[src/rtl/mem_access_seq_pkg.sv]
// Shared encodings for the ALU -> ALUOut -> blockMemory16 -> memOut access sequencer.
package mem_access_seq_pkg;

  typedef enum logic [2:0] {
    S_IDLE  = 3'd0,
    S_ADDR  = 3'd1,
    S_MEM   = 3'd2,
    S_WB    = 3'd3,
    S_DONE  = 3'd4,
    S_FAULT = 3'd5
  } state_t;

  // alu16b op select
  localparam logic [1:0] ALU_ADD = 2'b00;
  localparam logic [1:0] ALU_SUB = 2'b01;
  localparam logic [1:0] ALU_AND = 2'b10;
  localparam logic [1:0] ALU_OR  = 2'b11;

  localparam logic [1:0] FLT_NONE  = 2'b00;
  localparam logic [1:0] FLT_OVF   = 2'b01;
  localparam logic [1:0] FLT_RANGE = 2'b10;

endpackage

[src/rtl/mem_access_seq_addr_check.sv]
// Combinational address legality check; also used by the stack-pointer bounds logic.
module mem_addr_check
  import mem_access_seq_pkg::*;
#(
  parameter int DATA_W    = 16,
  parameter int MEM_DEPTH = 1024
) (
  input  logic [DATA_W-1:0] addr,
  input  logic              ovf,
  output logic              bad,
  output logic [1:0]        code
);

  logic range_bad;

  // Widen both sides so the compare is unsigned over the full address width.
  assign range_bad = 64'(addr) >= 64'(MEM_DEPTH);
  assign bad       = ovf || range_bad;
  assign code      = ovf ? FLT_OVF : (range_bad ? FLT_RANGE : FLT_NONE);

endmodule

[src/rtl/mem_access_seq.sv]
// Moore sequencer stepping one load/store through address compute, memory access and writeback.
module mem_access_seq
  import mem_access_seq_pkg::*;
#(
  parameter int MEM_DEPTH = 1024,
  parameter int DATA_W    = 16
) (
  input  logic              CLK,
  input  logic              reset,
  input  logic              req,
  input  logic              req_store,
  input  logic [1:0]        req_aluop,
  input  logic              alu_ovflw,
  input  logic [DATA_W-1:0] aluout_addr,
  output logic              ready,
  output logic [1:0]        alu_op,
  output logic              aluout_we,
  output logic              mem_wea,
  output logic              memout_we,
  output logic              done,
  output logic              fault,
  output logic [1:0]        fault_code
);

  state_t     state, state_nxt;
  logic [1:0] op_q;
  logic       store_q;
  logic       ovf_q;
  logic       bad;
  logic [1:0] chk_code;
  logic       accept;

  mem_addr_check #(
    .DATA_W    (DATA_W),
    .MEM_DEPTH (MEM_DEPTH)
  ) u_chk (
    .addr (aluout_addr),
    .ovf  (ovf_q),
    .bad  (bad),
    .code (chk_code)
  );

  assign accept = (state == S_IDLE) && req;

  always_ff @(posedge CLK or posedge reset) begin
    if (reset) begin
      state      <= S_IDLE;
      op_q       <= ALU_ADD;
      store_q    <= 1'b0;
      ovf_q      <= 1'b0;
      fault_code <= FLT_NONE;
    end else begin
      state <= state_nxt;
      if (accept) begin
        op_q       <= req_aluop;
        store_q    <= req_store;
        fault_code <= FLT_NONE;
      end
      if (state == S_ADDR) ovf_q <= alu_ovflw;
      // Code lands as FAULT is entered so it is valid alongside the fault pulse.
      if (state == S_MEM && bad) fault_code <= chk_code;
    end
  end

  always_comb begin
    state_nxt = state;
    case (state)
      S_IDLE:  if (req) state_nxt = S_ADDR;
      S_ADDR:  state_nxt = S_MEM;
      S_MEM: begin
        if (bad)          state_nxt = S_FAULT;
        else if (store_q) state_nxt = S_DONE;
        else              state_nxt = S_WB;
      end
      S_WB:    state_nxt = S_DONE;
      S_DONE:  state_nxt = S_IDLE;
      S_FAULT: state_nxt = S_IDLE;
      default: state_nxt = S_IDLE;
    endcase
  end

  assign ready     = (state == S_IDLE);
  assign alu_op    = (state == S_IDLE) ? ALU_ADD : op_q;
  assign aluout_we = (state == S_ADDR);
  assign mem_wea   = (state == S_MEM) && store_q && !bad;
  assign memout_we = (state == S_WB);
  assign done      = (state == S_DONE);
  assign fault     = (state == S_FAULT);

endmodule

[config.mk]
export PLATFORM = sky130hd
export DESIGN_NAME = mem_access_seq
export DESIGN_NICKNAME = d
export VERILOG_FILES = /design/src/rtl/mem_access_seq_pkg.sv /design/src/rtl/mem_access_seq_addr_check.sv /design/src/rtl/mem_access_seq.sv
export SDC_FILE = /design/constraint.sdc
export NUM_CORES = 1
export LEC_CHECK = 0
export ABC_AREA = 1
export CAP_MARGIN = 5
export CORE_AREA = 3 3 41 43
export DETAILED_ROUTE_END_ITERATION = 10
export DIE_AREA = 0 0 44 46
export GPL_TIMING_DRIVEN = 0
export HOLD_SLACK_MARGIN = 0.06
export PLACE_DENSITY = 0.8
export RECOVER_POWER = 100
export SKIP_LAST_GASP = 1
export SLEW_MARGIN = 20
export SYNTH_ARGS = -nofsm -noshare
export SYNTH_HDL_FRONTEND = slang
export SYNTH_SLANG_ARGS = --single-unit
[constraint.sdc]
create_clock -name CLK -period 2.1 [get_ports CLK]
set_input_delay 0.63 -clock CLK [delete_from_list [all_inputs] [get_ports CLK]]
set_output_delay 0.63 -clock CLK [all_outputs]
set_load 0.05 [all_outputs]
==> results.json, run 1 <==
{
  "status": "complete, but fails checks",
  "violations": "setup timing",
  "ir_drop_mv": 0.849,
  "io_pins": 33,
  "hp-class": "flop to flop",
  "numPortBuffers": 22,
  "fin_cells": 102,
  "power_leakage_nw": 0.362,
  "cts_buffer_depth": 2,
  "grt_max_degree": 10,
  "holdPathEnd": "fault_code[1]$_DFFE_PP0P_",
  "areaGrowthSynthToFinish_pct": 64.5,
  "critPathSlowestCell": "or2_1",
  "crit_family": "simple AND/OR/NAND/NOR gates",
  "place_congestion": 0.763,
  "final_nets": 111,
  "critPathMaxStageDelay_ns": 0.22,
  "avgViaCountPerCell": 4.56,
  "hold_viol_final": 0,
  "cts_root_buf": "clkbuf_4",
  "max_slew.worst_pin.slew_ns": 0.494,
  "syn_area_um2": 462,
  "num_rows": 13,
  "grt_setup_unrepaired": "true",
  "hold_ws_ns": 0.499,
  "critPathLaunch": "aluout_addr[11]",
  "yosys-top-cells-area": "dfrtp_1 (49%), nand2_1 (9.8%), nor2_1 (8.1%)",
  "grt_usage_pct": 11.7,
  "synth_top_area_share_pct": 48.8,
  "synth_area_per_cell_um2": 7.96,
  "arrival_ns": 1.51,
  "fin_ws_ns": -0.0446,
  "ant_nets": 0,
  "drive_gt1_share_pct": 37.9,
  "antenna_found_initial": 0,
  "clk_latency_ns": 0.25,
  "core_area_um2": 1330,
  "maxCapViolations": 0,
  "placed_area_um2": 727,
  "grt_pass1_wl_mm": 1.70,
  "async_flop_share_pct": 100,
  "worstPathRequired_ns": 1.47,
  "synthTopCellsByCount": "nand2_1 (12), nor2_1 (10), dfrtp_1 (9), inv_1 (5)",
  "crit_fanout": 3,
  "r2r_slack_ns": 0.84,
  "worst-r2r-cell-count": 5,
  "syn_nets": 81,
  "max_freq_mhz": 466,
  "synth-edff-count": 0,
  "place_inst": 95,
  "synth_seq_cells": 9,
  "die_h_um": 46,
  "path_buf_inv": 2,
  "cellPowerDensity_nw_per_um2": 1560,
  "wl_per_cell_um": 10.2,
  "setup_viol": 1,
  "finalCritPeriodShare_pct": 102,
  "grt_pass1_vias": 447,
  "drc": 0,
  "postLayoutCellArea_um2": 759,
  "cts_sinks": 9,
  "r2r_end": "op_q[0]$_DFFE_PP0P_",
  "numCtsBuffers": 3,
  "hold_path.startpoint": "fault_code[1]$_DFFE_PP0P_",
  "report.final.slew_viol_count": 0,
  "start_util_pct": 34.6,
  "worstSetupStartpointType": "input pin",
  "ys_types": 16,
  "wl_mm": 1.04,
  "cp-end-kind": "output port",
  "path_clk_slew_ns": 0.05,
  "grt-ovfl-total": 0,
  "fin_skew_ns": 0.00182,
  "r2r_start": "state[1]$_DFFE_PP0P_",
  "crit_type": "input pin to output port",
  "cts_tree": "done",
  "cpMostUsedCell": "buf_6",
  "yosysWarnings": 0,
  "die-width_um": 44,
  "drt_iter0_markers": 4,
  "yosys.area.top_type": "dfrtp_1",
  "drt-pass1-iter-count": 4,
  "worstPathCellList": "buf_6 > or2_1 > nor2_2 > nand3_2 > nor3_4 > buf_6",
  "whs_path_depth": 2,
  "vias": 465,
  "seq_area_frac_synth_pct": 48.8,
  "synth_cells": 58,
  "synthFlopType": "dfrtp_1",
  "die_area_um2": 2020,
  "cts-htree-levels": 1,
  "num_antenna_cells": 0,
  "relSlewSlack_pct": 66.9,
  "hpwl_um": 822,
  "yosysMostFrequentCell": "nand2_1",
  "period_minus_slack_ns": 2.14
}
## flip-flops by register name, indices dropped and copies added (netlist names)
name,count
fault_code,2
op_q,2
ovf_q,1
state,3
store_q,1
## stage by stage
stage	setup TNS [ns]	worst slack [ns]	util [%]	total power, W
2_1_floorplan	-0.0769	-0.0769	-	0.000844
3_3_place_gp	-1.95	-1.04	54.5	0.00105
3_5_place_dp	-2.00	-1.05	54.5	0.00107
4_1_cts	-0.107	-0.102	58.2	0.00124
5_1_grt	-0.119	-0.119	56.9	0.00127
6_report	-0.0446	-0.0446	56.9	0.00118
## power breakdown
part	switching [W]	total (W)	leakage (nW)	internal (W)
Combinational	0.000497	0.000725	0.238	0.000229
Clock	0.0000540	0.000127	0.0150	0.0000728
Sequential	0.0000812	0.000332	0.109	0.000251
Total	0.000632	0.00118	0.362	0.000552
## worst max path at each step
| stage | cells past startpoint | slack (ns) | endpoint |
|---|---|---|---|
| floorplan | 4 | -0.08 | mem_wea |
| global placement | 6 | -1.04 | mem_wea |
| detailed placement | 6 | -1.05 | mem_wea |
| CTS | 7 | -0.10 | mem_wea |
| global route | 6 | -0.12 | mem_wea |
| finish | 6 | -0.04 | mem_wea |
## worst reg2reg max path, cell delays in order (launching register included)
cell     delay [ns]
dfrtp_2        0.46
nor3_4         0.21
buf_12         0.14
nand2_1        0.14
nor2_1         0.13
a21oi_1        0.05
## timing repair
| item | in CTS | in global routing |
|---|---|---|
| pin swaps | 7 | 3 |
| gates resized for setup | 46 | 11 |
| setup buffers | 2 | 1 |
| hold endpoints to repair | 0 | 0 |
| hold buffers | 0 | 0 |
| setup endpoints to repair | 8 | 7 |
## final cells by class
class | instances | area [um2]
fillers | 126 | 574
multi-input cells | 41 | 233
flip-flops and latches | 9 | 228
repair buffers | 25 | 224
inverters | 8 | 30.0
clock buffers | 4 | 26.3
well taps | 15 | 18.8
## cells in the final DEF, fill, tap and decap left out, drive strengths merged
| cell | count |
|---|---|
| clkdlybuf4s50 | 6 |
| o21ai | 1 |
| buf | 12 |
| nand2 | 14 |
| dlygate4sd3 | 2 |
| nor3 | 5 |
| inv | 8 |
| nand3b | 1 |
| dfrtp | 9 |
| nor2 | 11 |
| clkdlybuf4s18 | 1 |
| a21oi | 4 |
| clkdlybuf4s15 | 4 |
| clkbuf | 4 |
| nand3 | 4 |
| or2 | 1 |
## kinds of logic (layout without fill, tap and decap cells)
family / Yosys count / count (layout) / synth area share [%]
AOI/OAI and AO/OA: 5 / 5 / 5.42
DFF: 9 / 9 / 48.8
buffers and inverters: 8 / 37 / 6.50
and+or+nand+nor: 36 / 36 / 39.3
## per-layer routing
layer,vias up,GRT usage [%],part of all wire [%]
li1,241,-,-
met1,210,13.6,44
met2,14,19.8,50
met3,0,2.37,6.6
met4,0,7.23,0
met5,-,0,0
(Power assumes the default switching activity.)
==> run 2, diff against run 1 <==
--- a/config.mk
+++ b/config.mk
@@ -5,7 +5,6 @@
 export SDC_FILE = /design/constraint.sdc
 export NUM_CORES = 1
 export LEC_CHECK = 0
-export ABC_AREA = 1
 export CAP_MARGIN = 5
 export CORE_AREA = 3 3 41 43
 export DETAILED_ROUTE_END_ITERATION = 10
==> results.json, run 2 <==
{
  "report.final.slew_viol_count": 0,
  "cts_root_buf": "clkbuf_4",
  "period_minus_slack_ns": 2.42,
  "yosys-top-cells-area": "dfrtp_1 (48%), mux2_4 (9.7%), nor3b_1 (4.8%)",
  "core_area_um2": 1330,
  "grtUsageMet1_pct": 13.7,
  "hold_viol_final": 0,
  "grt_setup_unrepaired": "true",
  "grt_usage_pct": 10.8,
  "antenna_found_initial": 0,
  "arrival_ns": 1.79,
  "die_area_um2": 2020,
  "vias": 405,
  "crit_fanout": 2,
  "drive_gt1_share_pct": 37.1,
  "setup_viol": 1,
  "synth-edff-count": 0,
  "largest_reg_flops": 3,
  "wl_per_cell_um": 11.5,
  "clk_latency_ns": 0.26,
  "synthFlopType": "dfrtp_1",
  "power_leakage_nw": 0.331,
  "hpwl_um": 748,
  "numCtsBuffers": 3,
  "num_antenna_cells": 0,
  "max_freq_mhz": 412,
  "grt_use_met3_pct": 2.37,
  "drt_iter0_markers": 4,
  "top_register": "state",
  "p_int_w": 0.000569,
  "postLayoutCellArea_um2": 754,
  "p_comb_share_pct": 59.1,
  "clockPowerShare_pct": 12.0,
  "drt-pass1-iter-count": 2,
  "yosysMostFrequentCell": "dfrtp_1",
  "final_nets": 94,
  "post-route-util_pct": 56.6,
  "worstPathRequired_ns": 1.47,
  "avgViaCountPerCell": 4.76,
  "grt_pass1_vias": 404,
  "finalCritPeriodShare_pct": 115,
  "start_util_pct": 34.9,
  "path_clk_slew_ns": 0.06,
  "yosysWarnings": 0,
  "yosys.area.top_type": "dfrtp_1",
  "fin_cells": 85,
  "cp-end-kind": "output port",
  "areaGrowthSynthToFinish_pct": 62.1,
  "num_rows": 13,
  "final_common_cell": "dfrtp_1",
  "cts_tree": "done",
  "cts-htree-levels": 1,
  "place_congestion": 0.663,
  "grt_max_degree": 10,
  "die_h_um": 46,
  "io_pins": 33,
  "synth_seq_cells": 9,
  "crit_type": "input pin to output port",
  "swShare_pct": 50.2,
  "p_sw_w": 0.000573,
  "synth_top_area_share_pct": 48.4,
  "grt_pass1_wl_mm": 1.58,
  "tns_ns": -0.325,
  "placed_area_um2": 743,
  "p_seq_share_pct": 28.8,
  "grt.busiest_layer": "met2",
  "max_slew.worst_pin.slew_ns": 0.501,
  "wl_um": 976,
  "status": "complete, but fails checks",
  "place_inst": 79,
  "reg_top3": "state x3, fault_code x2, op_q x2",
  "met2_usage_pct": 16.3,
  "cts_sinks": 9,
  "holdBufCountCts": 0,
  "die-width_um": 44,
  "drc": 0,
  "numPortBuffers": 22,
  "n_fill_cell": 113,
  "grt-ovfl-total": 0,
  "worstSetupStartpointType": "input pin",
  "maxCapViolations": 0,
  "ys_types": 21,
  "violations": "setup timing",
  "layout_common_cells": "dfrtp_1 (9), clkdlybuf4s50_1 (8), inv_1 (4), clkbuf_2 (4)",
  "synth_area_per_cell_um2": 11.1,
  "synth_cells": 42,
  "cts_buffer_depth": 2,
  "synthTopCellsByCount": "dfrtp_1 (9), inv_1 (4), mux2_4 (3), nor3b_1 (3)",
  "hp-class": "flop to flop",
  "relSlewSlack_pct": 66.5,
  "syn_area_um2": 465,
  "fin_ws_ns": -0.325,
  "syn_nets": 65,
  "ir_drop_mv": 0.518,
  "fin_skew_ns": 0.00132,
  "async_flop_share_pct": 100,
  "ant_nets": 0,
  "seq_area_frac_synth_pct": 48.4,
  "cellPowerDensity_nw_per_um2": 1510
}
run 2: changes by cell type in the layout (fill, tap and decap cells not counted), moves of 3 or more:
cell,delta
nand2_1,-11
nand3_1,-3
nor2_2,-4
mux2_1,+3
buf_2,-6
clkbuf_2,+4
a21oi_1,-3
inv_2,-3
nor2_1,-5
run 2: worst paths after layout:
check	startpoint	end	slack, ns	depth (start not counted)
max	aluout_addr[13]	mem_wea	-0.32	5
min	op_q[0]$_DFFE_PP0P_	op_q[0]$_DFFE_PP0P_	0.48	1
max reg2reg	state[1]$_DFFE_PP0P_	op_q[1]$_DFFE_PP0P_	0.44	4
min reg2reg	op_q[0]$_DFFE_PP0P_	op_q[0]$_DFFE_PP0P_	0.48	1
max in group asynchronous	reset	ovf_q$_DFFE_PP0P_	1.08	2
min in group asynchronous	reset	store_q$_DFFE_PP0P_	0.77	2
run 2: power by group through the flow:
| stage | combinational [W] | sequential, W | clock [W] |
|---|---|---|---|
| after CTS | 0.000724 | 0.000333 | 0.000139 |
| after floorplan | 0.000516 | 0.000363 | 0 |
| after global routing | 0.000718 | 0.000342 | 0.000146 |
| after detailed placement | 0.000758 | 0.000336 | 0 |
| final | 0.000676 | 0.000329 | 0.000137 |
| after global placement | 0.000750 | 0.000332 | 0 |
run 2: repair_timing:
action | 4_1_cts | 5_1_grt
setup endpoints to repair | 8 | 6
buffers inserted | 1 | 1
resized for setup | 40 | 11
pin swaps | 3 | 3
run 2: cells by family (layout without fill, tap and decap cells):
group / after synthesis / in the layout / share of synthesized area (%)
flip-flops: 9 / 9 / 48.4
multiplexers: 4 / 4 / 12.1
buffers and inverters: 6 / 34 / 6.72
AND/OR/NAND/NOR: 16 / 16 / 22.0
AO/OA/AOI/OAI: 7 / 7 / 10.8
run 2: per-layer routing:
metal	vias up	routed length [um]
li1	207	-
met1	182	431
met2	16	455
met3	0	89
met4	0	0
met5	-	0
run 2: through the flow:
stage          hold slack (ns)  setup slack [ns]  total power (W)
6_report                 0.482            -0.325          0.00114
5_1_grt                  0.496            -0.360          0.00121
4_1_cts                  0.506            -0.401          0.00120
3_5_place_dp             0.487             -1.36          0.00109
3_3_place_gp             0.483             -1.36          0.00108
2_1_floorplan            0.458            -0.222         0.000878
run 2: final cells by class:
class	instances	area [um2]	area share [%]
inverter	4	15.0	1.99
timing repair buffer	24	218	28.9
buffer	2	15.0	1.99
tap	15	18.8	2.49
sequential	9	225	29.9
multi-input combinational	27	236	31.3
clock buffer	4	26.3	3.48
run 2: worst max-delay path, cell delays in order:
cell    delay (ns)
buf_6         0.09
or4_4         0.54
nor4_4        0.17
and3_4        0.23
buf_8         0.14
==> variant: new RTL, config.mk and constraints of run 1 <==
`DATA_W` is set to 16 in 2 places; all go to 32.
--- a/src/rtl/mem_access_seq_addr_check.sv
+++ b/src/rtl/mem_access_seq_addr_check.sv
@@ -4,3 +4,3 @@
 #(
-  parameter int DATA_W    = 16,
+  parameter int DATA_W    = 32,
   parameter int MEM_DEPTH = 1024
--- a/src/rtl/mem_access_seq.sv
+++ b/src/rtl/mem_access_seq.sv
@@ -5,3 +5,3 @@
   parameter int MEM_DEPTH = 1024,
-  parameter int DATA_W    = 16
+  parameter int DATA_W    = 32
 ) (
Interface: changed (resized aluout_addr); port bits go from 33 to 49. The function was not compared with the original's and may differ.
==> variant against run 1 <==
  * The run still ends with setup timing left
  * Global-route usage grew 11 points
  * Setup slack lost 0.20 ns
  * Wire length grew 140%
  * Cell area grew 57%
  * Combinational power grew 6.6%
  * Sequential cell count is the same
  * Critical path depth grew 3
  * Synthesized cell count grew 22%
  * Area after synthesis grew 10%
  * Power grew 6.6%
  * Largest power group unchanged
  * Highest routed layer is now met4
==> variant: results (changes against run 1) <==
STA
  – Setup TNS: -1.09 ns (-1.04 ns)
  – Worst-case clock skew: 0.00321 ns (+0.00139 ns)
  – Setup WS post-layout: -0.240 ns (-0.196 ns)
  – Setup violators final: 6 (+5)
  – Slew headroom: 66.6% (-0.30 points)

Worst setup path
  – FF-to-FF path depth: 6 (+1)
  – RR Endpoint: fault_code[1]
  – Internal reg-to-reg setup slack: 0.55 ns (-0.29 ns)
  – Crit path largest cell delay: 0.18 ns (-0.04 ns)
  – Worst Path Arrival: 1.71 ns (+0.20 ns)
  – Reg-to-Reg Start: state[2]
  – CP max stage cell: buf_6
  – Critical path origin: aluout_addr[26]
  – Max FO, Critical Path: 2 (-1)

Cells and area
  – Non-filler cells, final: 156 (+53%)
  – Share of layout cells above drive strength 1: 57.4% (+20 points)
  – Area grow syn2layout: 133%
  – Filler Cell Count: 74 (-41%)
  – Nets@finish: 181 (+63%)

Drt
  – Drt initial violations: 16 (+12)
  – Top sig layer: met4
  – First-pass DRT Iterations: 4 (unchanged)
  – Routed WL: 2540 um (+140%)
  – Met2 routed WL: 1260 um (+140%)
  – Met1 WL: 962 um (+110%)
  – Metal3 WL: 191 um (+180%)
  – Via count: 795 (+71%)

Placed design
  – DP Wirelength: 1160 um (+41%)
  – Port bufs: 38 (+73%)
  – Gp weighted congestion: 0.754 (-1.2%)
  – Cells after DPL: 124 (+31%)
  – DP Area: 935 um^2 (+29%)
  – Pre-CTS setup slack: -1.14 ns (-0.0891 ns)

Power
  – NetSw: 701 uW (+11%)
  – Comb pwr: 773 uW (+6.6%)
  – Peak supply drop: 0.693 mV (-18%)
  – Clock group power: 144 uW (+13%)
  – Lkg Pwr: 0.000587 uW (+62%)

Yosys
  – Commonest cells post-synth: nor2_1, nand2_1, dfrtp_1
  – Mux contribution to synthesized area: 2.95% (+2.9 points)
  – Synth Net Count: 110 (+36%)
  – Post-synth cell types: 12 (-4)
  – Main area contributors after synthesis: dfrtp_1, nor2_1, nand2_1
  – Post-Syn Instances: 71 (+22%)

Clock tree
  – Worst-path clk slew: 0.07 ns (+0.02 ns)

Global routing
  – Largest net degree at the start of global routing: 10 (unchanged)
  – GRT met2 Usage: 40.1% (+20 points)
  – Tot GR Track Use: 22.7% (+11 points)
  – Antenna violations before repair: 0 (unchanged)
  – Number of global-route vias before repair: 768 (+72%)
  – Met3 GRT Util: 4.74% (+2.4 points)

Status
  – Violated checks: setup timing
  – Status: complete, but fails checks
variant: what timing repair did:
item	4_1_cts	5_1_grt
setup buffers	29	2
setup endpoints to repair	8	12
gates resized for setup	76	55
pin swaps	22	24
variant: worst min path at each step:
stage | slack (ns) | startpoint | end | cells past startpoint
after floorplan | 0.45 | ovf_q | fault_code[0] | 2
after global placement | 0.47 | ovf_q | fault_code[0] | 2
after detailed placement | 0.50 | ovf_q | fault_code[0] | 2
after CTS | 0.51 | ovf_q | fault_code[0] | 2
after global routing | 0.53 | ovf_q | fault_code[0] | 2
final | 0.52 | ovf_q | fault_code[0] | 2
variant: area by class of cell:
type | instances | share of cell area [%]
Multi-Input combinational cell | 54 | 29.3
Inverter | 8 | 2.53
Tap cell | 15 | 1.58
Clock buffer | 4 | 2.21
Sequential cell | 9 | 19.1
Timing Repair Buffer | 66 | 45.4
variant: critical path, delay by kind of cell:
kind                   cells  cell delay [ns]
AND/OR/NAND/NOR            7             0.80
buffers and inverters      2             0.28
